<file path="config.mk">
export PLATFORM = sky130hd
export DESIGN_NAME = ro_freq_meas_ctrl
export DESIGN_NICKNAME = d
export VERILOG_FILES = /design/src/rtl/ro_meas_pkg.sv /design/src/rtl/ro_meas_timer.sv /design/src/rtl/ro_freq_meas_ctrl.sv
export SDC_FILE = /design/constraint.sdc
export NUM_CORES = 1
export LEC_CHECK = 0
export ABC_AREA = 1
export CAP_MARGIN = 20
export CORE_AREA = 2 2 103 105
export DETAILED_ROUTE_END_ITERATION = 12
export DIE_AREA = 0 0 105 107
export GPL_ROUTABILITY_DRIVEN = 0
export GPL_TIMING_DRIVEN = 1
export PLACE_DENSITY_LB_ADDON = 0.08
export SYNTH_ARGS = -nofsm -noshare
export SYNTH_HDL_FRONTEND = slang
export SYNTH_SLANG_ARGS = --single-unit
</file>
<file path="constraint.sdc">
create_clock -name clk -period 6.1 [get_ports clk]
set_clock_uncertainty 0.1 [all_clocks]
set_input_delay 0.61 -clock clk [delete_from_list [all_inputs] [get_ports clk]]
set_output_delay 0.61 -clock clk [all_outputs]
set_load 0.03 [all_outputs]
</file>
<file path="src/rtl/ro_meas_pkg.sv">
// ro_meas_pkg: shared state encoding, default constants and width helper for the RO measurement controller.
package ro_meas_pkg;

    typedef enum logic [2:0] {IDLE, CLEAR, RUN, STOP, CAPTURE, DONE} state_e;

    localparam int DEF_CNT_W   = 16;
    localparam int DEF_WIN_W   = 16;
    localparam int DEF_WINDOW  = 1000;
    localparam int DEF_CLR_CYC = 4;
    localparam int DEF_SETTLE  = 8;

    function automatic int diff_w(input int cnt_w);
        return cnt_w + 1;
    endfunction

endpackage

</file>
<file path="src/rtl/ro_meas_timer.sv">
// ro_meas_timer: loadable phase down-counter; zero_o flags the last cycle of the loaded phase.
module ro_meas_timer #(
    parameter int WIN_W = 16
) (
    input  logic             clk,
    input  logic             rstN,
    input  logic             ld_i,
    input  logic [WIN_W-1:0] ld_val_i,
    output logic             zero_o
);

    logic [WIN_W-1:0] cnt_q, cnt_d;

    always_comb cnt_d = ld_i ? ld_val_i : (cnt_q != '0 ? cnt_q - WIN_W'(1) : cnt_q);

    always_ff @(posedge clk or negedge rstN) begin
        if (!rstN) cnt_q <= '0;
        else       cnt_q <= cnt_d;
    end

    assign zero_o = cnt_q == '0;

endmodule

</file>
<file path="src/rtl/ro_freq_meas_ctrl.sv">
// ro_freq_meas_ctrl: sequences RO enable / counter clear / window / settle, then captures both counts
// and their signed difference onto a valid/ready result port.
module ro_freq_meas_ctrl
    import ro_meas_pkg::*;
#(
    parameter int CNT_W   = DEF_CNT_W,
    parameter int WIN_W   = DEF_WIN_W,
    parameter int WINDOW  = DEF_WINDOW,
    parameter int CLR_CYC = DEF_CLR_CYC,
    parameter int SETTLE  = DEF_SETTLE
) (
    input  logic                      clk,
    input  logic                      rstN,
    input  logic                      start,
    input  logic                      continuous,
    input  logic [CNT_W-1:0]          ro0Cnt,
    input  logic [CNT_W-1:0]          ro1Cnt,
    output logic                      roEn,
    output logic                      cntRst,
    output logic                      busy,
    output logic                      measValid,
    input  logic                      measReady,
    output logic [CNT_W-1:0]          ro0Meas,
    output logic [CNT_W-1:0]          ro1Meas,
    output logic [diff_w(CNT_W)-1:0]  diff,
    output logic                      dead
);

    state_e                    state_q, state_d;
    logic                      ro_en_q, cnt_rst_q, busy_q, valid_q, dead_q;
    logic [CNT_W-1:0]          ro0_q, ro1_q;
    logic [diff_w(CNT_W)-1:0]  diff_q;
    logic                      zero, ld, hs;
    logic [WIN_W-1:0]          ld_val;

    assign hs = valid_q && measReady;

    always_comb begin
        state_d = state_q;
        case (state_q)
            IDLE:    if (start) state_d = CLEAR;
            CLEAR:   if (zero) state_d = RUN;
            RUN:     if (zero) state_d = STOP;
            STOP:    if (zero) state_d = CAPTURE;
            CAPTURE: state_d = DONE;
            DONE:    if (hs) state_d = continuous ? CLEAR : IDLE;
            default: state_d = IDLE;
        endcase
    end

    // Timer reloads on every phase change; the value only matters for the timed phases.
    assign ld     = state_d != state_q;
    assign ld_val = state_d == CLEAR ? WIN_W'(CLR_CYC - 1) :
                    state_d == RUN   ? WIN_W'(WINDOW - 1)  : WIN_W'(SETTLE - 1);

    ro_meas_timer #(.WIN_W(WIN_W)) u_timer (
        .clk      (clk),
        .rstN     (rstN),
        .ld_i     (ld),
        .ld_val_i (ld_val),
        .zero_o   (zero)
    );

    always_ff @(posedge clk or negedge rstN) begin
        if (!rstN) begin
            state_q   <= IDLE;
            ro_en_q   <= 1'b0;
            cnt_rst_q <= 1'b1;
            busy_q    <= 1'b0;
            valid_q   <= 1'b0;
            ro0_q     <= '0;
            ro1_q     <= '0;
            diff_q    <= '0;
            dead_q    <= 1'b0;
        end else begin
            state_q   <= state_d;
            ro_en_q   <= state_d == CLEAR || state_d == RUN;
            cnt_rst_q <= state_d == IDLE || state_d == CLEAR;
            busy_q    <= state_d != IDLE;
            valid_q   <= state_d == DONE;
            // Counts are unsigned, so extension to the diff width is with a zero MSB.
            if (state_q == CAPTURE) begin
                ro0_q  <= ro0Cnt;
                ro1_q  <= ro1Cnt;
                diff_q <= {1'b0, ro0Cnt} - {1'b0, ro1Cnt};
                dead_q <= ro0Cnt == '0 || ro1Cnt == '0;
            end
        end
    end

    assign roEn      = ro_en_q;
    assign cntRst    = cnt_rst_q;
    assign busy      = busy_q;
    assign measValid = valid_q;
    assign ro0Meas   = ro0_q;
    assign ro1Meas   = ro1_q;
    assign diff      = diff_q;
    assign dead      = dead_q;

endmodule

</file>
# After elaboration in Yosys (flattened, before gate mapping)
# Cells that the tools add are included.
# op_classes
eq_ne,9
reduce_logical,12
n_addsub,2
muxes,11
# ops
operator,n
logical NOT 16 bit,3
two-way mux 16 bit,2
two-way mux 10 bit,2
case mux 3 bit (6 select lines),1
subtractor 16 x 16 -> 17 bit,1
nonzero test 16 bit,1
subtractor 16 x 1 -> 16 bit (second input constant),1
two-way mux 3 bit,5
equality test 3 x 2 -> 1 bit (second input constant),3
equality test 3 bit (second input constant),3
equality test 3 x 1 -> 1 bit (second input constant),2
logical NOT 3 bit,2
logical OR 1 bit,3
!= test 3 bit,1
nonzero test 3 bit,1
nonzero test 2 bit,1
logical AND 1 bit,1
two-way mux 1 bit,1
# word_totals
output_inout_bits,54
register_bits,73

# Logic depth before layout (Yosys ltp)
# Gate-level depths: netlist (run 1).
# logic_depth
depth_word,7
mapped_depth,13
depth_no_buf,13

# Hierarchy
# Synthesis (run 1) repeated with hierarchy kept, for this count alone.
# hier_totals
cells_unflattened,619
hier_area_um2,4464.3
# modules_own_cells
module,seq_area_each_um2,area_each_um2,cells_each,n_inst
ro_freq_meas_ctrl,1427.6,3279.4,452,1
ro_meas_timer,400.4,1184.9,167,1

# Worst setup path after synthesis (run 1)
# OpenSTA, ideal clock, no wires.
# synth_timing
path_kind,input port to flip-flop
from,input port ro0Cnt[0]
to,register diff_q[16] (netlist: diff[16])
setup_ns,0.117
slack_ns,3.717
t_arrival_ns,2.166
path_stages,11
n_path_buf,0
path_cell_list,inv_1 > ha_1 > fa_1 > o21ai_0 > a21boi_0 > inv_1 > nand4_1 > nand2_1 > nand3_1 > nand2_1 > nand2_1
# synth_between
elab_chain_len,1
# synth_lines
element,line_no,source
"start, declared",ro_freq_meas_ctrl.sv:16,"input logic [CNT_W-1:0] ro0Cnt,"
subtractor 16 x 16 -> 17 bit,ro_freq_meas_ctrl.sv:85,"diff_q <= {1'b0, ro0Cnt} - {1'b0, ro1Cnt};"
"end signal, assigned",ro_freq_meas_ctrl.sv:85,
"end, declared",ro_freq_meas_ctrl.sv:32,logic [diff_w(CNT_W)-1:0] diff_q;
# Every way passes these cells.
# A chain may end at the register's enable or synchronous reset.

# Final worst setup path (run 1)
# layout_timing
from,input port ro0Cnt[0]
to,register diff_q[14] (netlist: diff[14])
# Same word-level chain as after synthesis.

==> reports/metrics.cfg, run 1 <==
[placed_design]
io_buffers = 90
dp_hpwl_um = 7820

[die]
initial_utilization = 0.393
num_rows = 37
core_mm2 = 0.0101
die_h_um = 107
die_area_mm2 = 0.0112
fp.dieW_um = 105
ios = 91

[synthesis]
ys_types = 39
yosysWarnings = 0
synthFlopType = dfrtp_1
syn-cell-area_mm2 = 0.00397
yosysMostFrequentCell = nand2_1
synth_seq_area_share = 0.461
synth-edff-count = 0
synth-seq-cells = 73
synthCells = 485
syn-num-nets = 540
netlist_top_cells_area = dfrtp_1 (45%), nand2_1 (14%), ha_1 (5.4%)
avgSynthCellArea_um2 = 8.18
netlist.area_leader.share = 0.454
synth_common_cells = nand2_1 (143), dfrtp_1 (72), inv_1 (44)
synth_top_area_cell = dfrtp_1
ys_async_sr_fraction = 1.00

[pwr]
pwr-share-comb = 0.531
power_leakage_nw = 2.49
intPower_mw = 1.44
p_clk_frac = 0.149
power_density_mw_per_mm2 = 505
ir_drop_mv = 0.266
switching_share = 0.450
p_total_mw = 2.63
p_seq_frac = 0.320
switching_power_mw = 1.18

[grt]
grt_max_degree = 79
overflow = 0
grt_pass1_vias = 3630
grt_pass1_wl_um = 17500
grt_usage = 0.196
grt_antenna_before_repair = 0

[sta]
max_freq_ghz = 0.349
worst_slew_pin_slew_ns = 0.936
slew_viol_final = 0
setup_tns_ns = 0
slew_headroom = 0.376
finalSetupViolCount = 0
rsz0062_at_grt = no
finalCriticalPeriod_ns = 2.86
timing_hold_violations_final = 0
min_period_over_period = 0.470

[critical_path]
crit_chain = clkdlybuf4s50_1 -> inv_1 -> ha_1 -> fa_1 -> o21ai_0 -> a21boi_0 -> inv_1 -> nand4_1 -> nand2_1 -> nand2_1 -> nand3_1 -> nand2_1
required_ns = 6.24
r2r_slack_ns = 3.42
crit_buf_inv = 3
r2r_cells = 10
start_kind = input pin
r2r-end = u_timer.cnt_q[8]
crit_fanout = 4
critical-path-top-delay-family = compound AO/OA/AOI/OAI gates
crit_type = in2reg
max_stage_delay_ns = 0.49
endpoint_kind = register
critPathSlowestCell = o21ai_0
crit_top_cell = nand2_1
arrival_ns = 3.00
r2r-start = state_q[0]

[drt]
drt_first_pass_iters = 4
dr.first_iter.drc_count = 139
via_count = 3539
drt-vias-per-instance = 4.94
routed-wl-met3_um = 503
detail-route-antenna-nets = 0
wl_met1_um = 4950
drt-total-wl_um = 10300
drcViolationCount = 0
wl_per_cell_um = 14.4
met2_length_um = 4800
top_layer_used = met4

[clock_tree]
post_cts_buffers = 0
cts_tree = built
cts_hold_buf = 0
insertion_delay_ns = 0.35
clockBufferDepth = 2
cts.clk_slew.worst_paths_ns = 0.08
numCtsBuffers = 9
cts-resized-gates = 0
root_buffer = clkbuf_8
cts_num_sinks = 73
htree_levels = 3

[final_layout]
drive_gt1_frac = 0.0740
area_growth_pct = 30.9
diodes = 0
nNetsFinal = 631
utilization = 0.515
fillCellCount = 1012

[flow_run]
max_cap_viol_count = 0

[run_status]
outcome = finished clean

[worst_hold_path]
min_path_type = in2async

## stage by stage
stage               worst slack, ns  instances  area [um2]  hold slack, ns
finish                         3.24        717        5190           0.295
floorplan                      3.72        485        3970           0.214
CTS                            3.25        717        5190           0.337
detailed placement             2.86        701        4990           0.365
global placement               2.96        701        4990           0.363
global route                   3.00        717        5190           0.371
## area by class of cell
cell class,count,area (um2),area share
clock inverters,7,76.3,0.0147
repair buffers,91,906,0.174
clock buffers,9,124,0.0238
multi-input cells,356,1920,0.370
well taps,136,170,0.0328
inverters,45,169,0.0325
flip-flops and latches,73,1830,0.352
## per-layer routing
metal  track usage  vias to the layer above
met5             0                        -
met4        0.0400                        0
met3        0.0426                       10
met2         0.326                       87
met1         0.264                     1665
li1              -                     1777
## worst reg2reg max path: cells and delay by family, from the launching register on
| family | cells | cell delay (ns) |
|---|---|---|
| and+or+nand+nor | 7 | 1.21 |
| buffers and inverters | 1 | 0.54 |
| DFF | 1 | 0.46 |
| AOI/OAI and AO/OA | 2 | 0.26 |
## sequential cells by signal, summed over array words and instances (netlist names)
name and count:
diff 17, ro0Meas 16, ro1Meas 16, u_timer.cnt_q 16, state_q 3, busy 1
cntRst 1, dead 1, measValid 1, roEn 1
## worst max path at each step
stage / startpoint / endpoint / slack (ns) / depth (start not counted)
2_1_floorplan: ro0Cnt[0] / diff[16] / 3.72 / 11
3_3_place_gp: ro0Cnt[0] / diff[14] / 2.96 / 12
3_5_place_dp: ro0Cnt[0] / diff[14] / 2.86 / 12
4_1_cts: ro0Cnt[0] / diff[14] / 3.25 / 12
5_1_grt: ro0Cnt[0] / diff[14] / 3.00 / 12
6_report: ro0Cnt[0] / diff[14] / 3.24 / 12
## cell families after synthesis
family	after synthesis	share of synthesized area
buffers and inverters	56	0.0549
AO/OA/AOI/OAI	70	0.0971
XOR/XNOR	20	0.0442
flip-flops	73	0.461
adder cells (fa/ha/maj)	18	0.0587
AND/OR/NAND/NOR	248	0.284
## power groups by stage
stage | Clock (mW) | Combinational, mW | Sequential, mW
final | 0.391 | 1.39 | 0.839
after global routing | 0.422 | 1.53 | 0.872
after CTS | 0.402 | 1.41 | 0.843
after detailed placement | 0 | 1.41 | 0.847
after global placement | 0 | 1.40 | 0.848
after floorplan | 0 | 0.537 | 1.19
## layout by cell type (no fill, tap or decap), drive strengths merged
cell	instances
fa	1
clkdlybuf4s50	89
ha	17
clkinvlp	2
nor4	8
nand3	27
a31oi	2
or2	4
clkbuf	9
dfstp	1
a31o	1
a21boi	1
o21ai	39
o211ai	1
o31ai	1
a21o	1
dfrtp	72
nand4	12
nor3	10
bufinv	1
o21bai	1
xor2	13
xnor2	7
nand2	145
a21oi	21
nand3b	1
nor2	41
inv	47
clkinv	2
buf	2
o21a	1
a211oi	1
Power figures use the tool's default switching activity.
==> run 2: changes to the inputs <==
==> constraint.sdc (replaced) <==
create_clock -name clk -period 2.45 [get_ports clk]
set_clock_uncertainty 0.1 [all_clocks]
set_input_delay 0.245 -clock clk [delete_from_list [all_inputs] [get_ports clk]]
set_output_delay 0.245 -clock clk [all_outputs]
set_load 0.03 [all_outputs]
==> run 2 against run 1 <==
Compared with the run above: largest power group unchanged; clock power is 150% higher; sequential power grew to 2.5 times the previous value; routed wire length is 2.7% higher; worst setup slack worse by 3.0 ns; sequential share of layout area fell by 1.4 points; cell area rose by 4.2%; first-iteration DRC count down 22%; via count is 2.1% higher; largest cell class unchanged; register-to-register slack lost 3.1 ns; count of clock-buffer cells in the layout grew 3.
==> reports/metrics.cfg, run 2 (same netlist as run 1, synthesis figures left out) <==
[run_status]
outcome = finished clean

[die]
initial_utilization = 0.393
die_h_um = 107
num_rows = 37
die_area_mm2 = 0.0112
core_mm2 = 0.0101
fp.dieW_um = 105
ios = 91

[drt]
drt_first_pass_iters = 4
dr.first_iter.drc_count = 108
drt-vias-per-instance = 4.87
wl_per_cell_um = 14.3
via_count = 3612
detail-route-antenna-nets = 0
drcViolationCount = 0
drt-total-wl_um = 10600

[sta]
setup_tns_ns = 0
finalCriticalPeriod_ns = 2.23
slew_viol_final = 0
timing_hold_violations_final = 0
max_freq_ghz = 0.448
rsz0062_at_grt = no
min_period_over_period = 0.911
finalSetupViolCount = 0
slew_headroom = 0.559
holdWs_ns = 0.341
worst_slew_pin_slew_ns = 0.661

[pwr]
p_clk_frac = 0.147
switching_share = 0.446
intPower_mw = 3.68
p_seq_frac = 0.316
power_density_mw_per_mm2 = 1230
pwr-share-comb = 0.537
power_leakage_nw = 2.62
switching_power_mw = 2.96
ir_drop_mv = 0.543

[placed_design]
dp_hpwl_um = 8190
io_buffers = 90
dp_cells = 725
placed_cell_area_mm2 = 0.00520

[grt]
grt_max_degree = 77
grt_pass1_vias = 3670
overflow = 0
grt_pass1_wl_um = 17900
grt_antenna_before_repair = 0
grt_usage = 0.200

[critical_path]
start_kind = input pin
required_ns = 2.60
crit_top_cell = nand2_1
max_stage_delay_ns = 0.48
arrival_ns = 2.38
crit_chain = clkdlybuf4s50_1 -> inv_1 -> ha_1 -> fa_1 -> o21ai_0 -> buf_4 -> a21boi_0 -> inv_1 -> nand4_1 -> nand2_1 -> nand3_1 -> nand2_1 -> nand2_1
crit_fanout = 4
critical-path-top-delay-family = buffers and inverters
critPathSlowestCell = clkdlybuf4s50_1
crit_type = in2reg
crit_buf_inv = 4
endpoint_kind = register

[final_layout]
diodes = 0
fin_cells = 742
final_cell_mix = nand2_1 (143), clkdlybuf4s50_1 (89), dfrtp_1 (72)
largest_reg_flops = 17
finalInstanceArea_mm2 = 0.00541
drive_gt1_frac = 0.107
nNetsFinal = 656
area_growth_pct = 36.4
final_common_cell = nand2_1

[clock_tree]
root_buffer = clkbuf_8
cts_tree = built
clockBufferDepth = 2
htree_levels = 3
cts_num_sinks = 73
insertion_delay_ns = 0.34
cts.clk_slew.worst_paths_ns = 0.09
post_cts_buffers = 0
numCtsBuffers = 9

[flow_run]
max_cap_viol_count = 0

[worst_hold_path]
min_path_type = in2async

==> run 2: changes by cell type in the layout (fill, tap and decap cells not counted) <==
cell / delta
clkbuf_8: +1
inv_6: -1
dlygate4sd3_1: +1
nor2_2: -1
clkbuf_1: +2
nor2_4: +1
clkinvlp_4: -1
buf_4: +22
buf_12: +2
clkinv_4: -1
==> run 2: area by class of cell <==
type	count	area [um2]
Sequential cell	73	1830
Fill cell	1031	4680
Clock inverter	4	51.3
Timing Repair Buffer	116	1120
Clock buffer	12	145
Multi-Input combinational cell	356	1930
Inverter	45	169
Tap cell	136	170
==> run 2: repair_timing <==
action	in CTS	in global routing
hold buffers	1	0
gates resized for setup	0	1
setup endpoints to repair	0	1
endpoints found under the hold margin	41	0
==> run 2: per-layer routing <==
layer | routed length, um | share of wire | GRT usage
met1 | 5030 | 0.47 | 0.264
met2 | 4990 | 0.47 | 0.332
met3 | 502 | 0.047 | 0.0541
met4 | 92 | 0.0087 | 0.0419
met5 | 0 | 0 | 0
==> run 2: final timing paths <==
kind                                  startpoint               end  slack, ns  cells after the start
worst max-delay path                   ro0Cnt[0]          diff[16]       0.22                     13
worst max register to register  u_timer.cnt_q[0]  u_timer.cnt_q[9]       0.29                     11
worst min register to register          diff[16]          diff[16]       0.39                      2
max in group asynchronous                   rstN            cntRst       1.26                      3
worst min-delay path                        rstN        ro1Meas[3]       0.34                      2
min in group clk                        diff[16]          diff[16]       0.39                      2
==> run 2: power by group through the flow <==
stage	sequential, mW	combinational, mW	clock, mW
detailed placement	2.11	3.59	0
global placement	2.11	3.55	0
finish	2.10	3.57	0.976
global route	2.17	3.89	1.05
CTS	2.10	3.60	0.998
floorplan	2.96	1.34	0
==> run 2: through the flow <==
stage               utilization  worst slack [ns]  total power [mW]
floorplan                     -             0.432              4.30
global placement          0.515           -0.0467              5.66
detailed placement        0.515            -0.115              5.70
CTS                       0.536             0.210              6.70
global route              0.536            0.0788              7.11
finish                    0.536             0.218              6.65
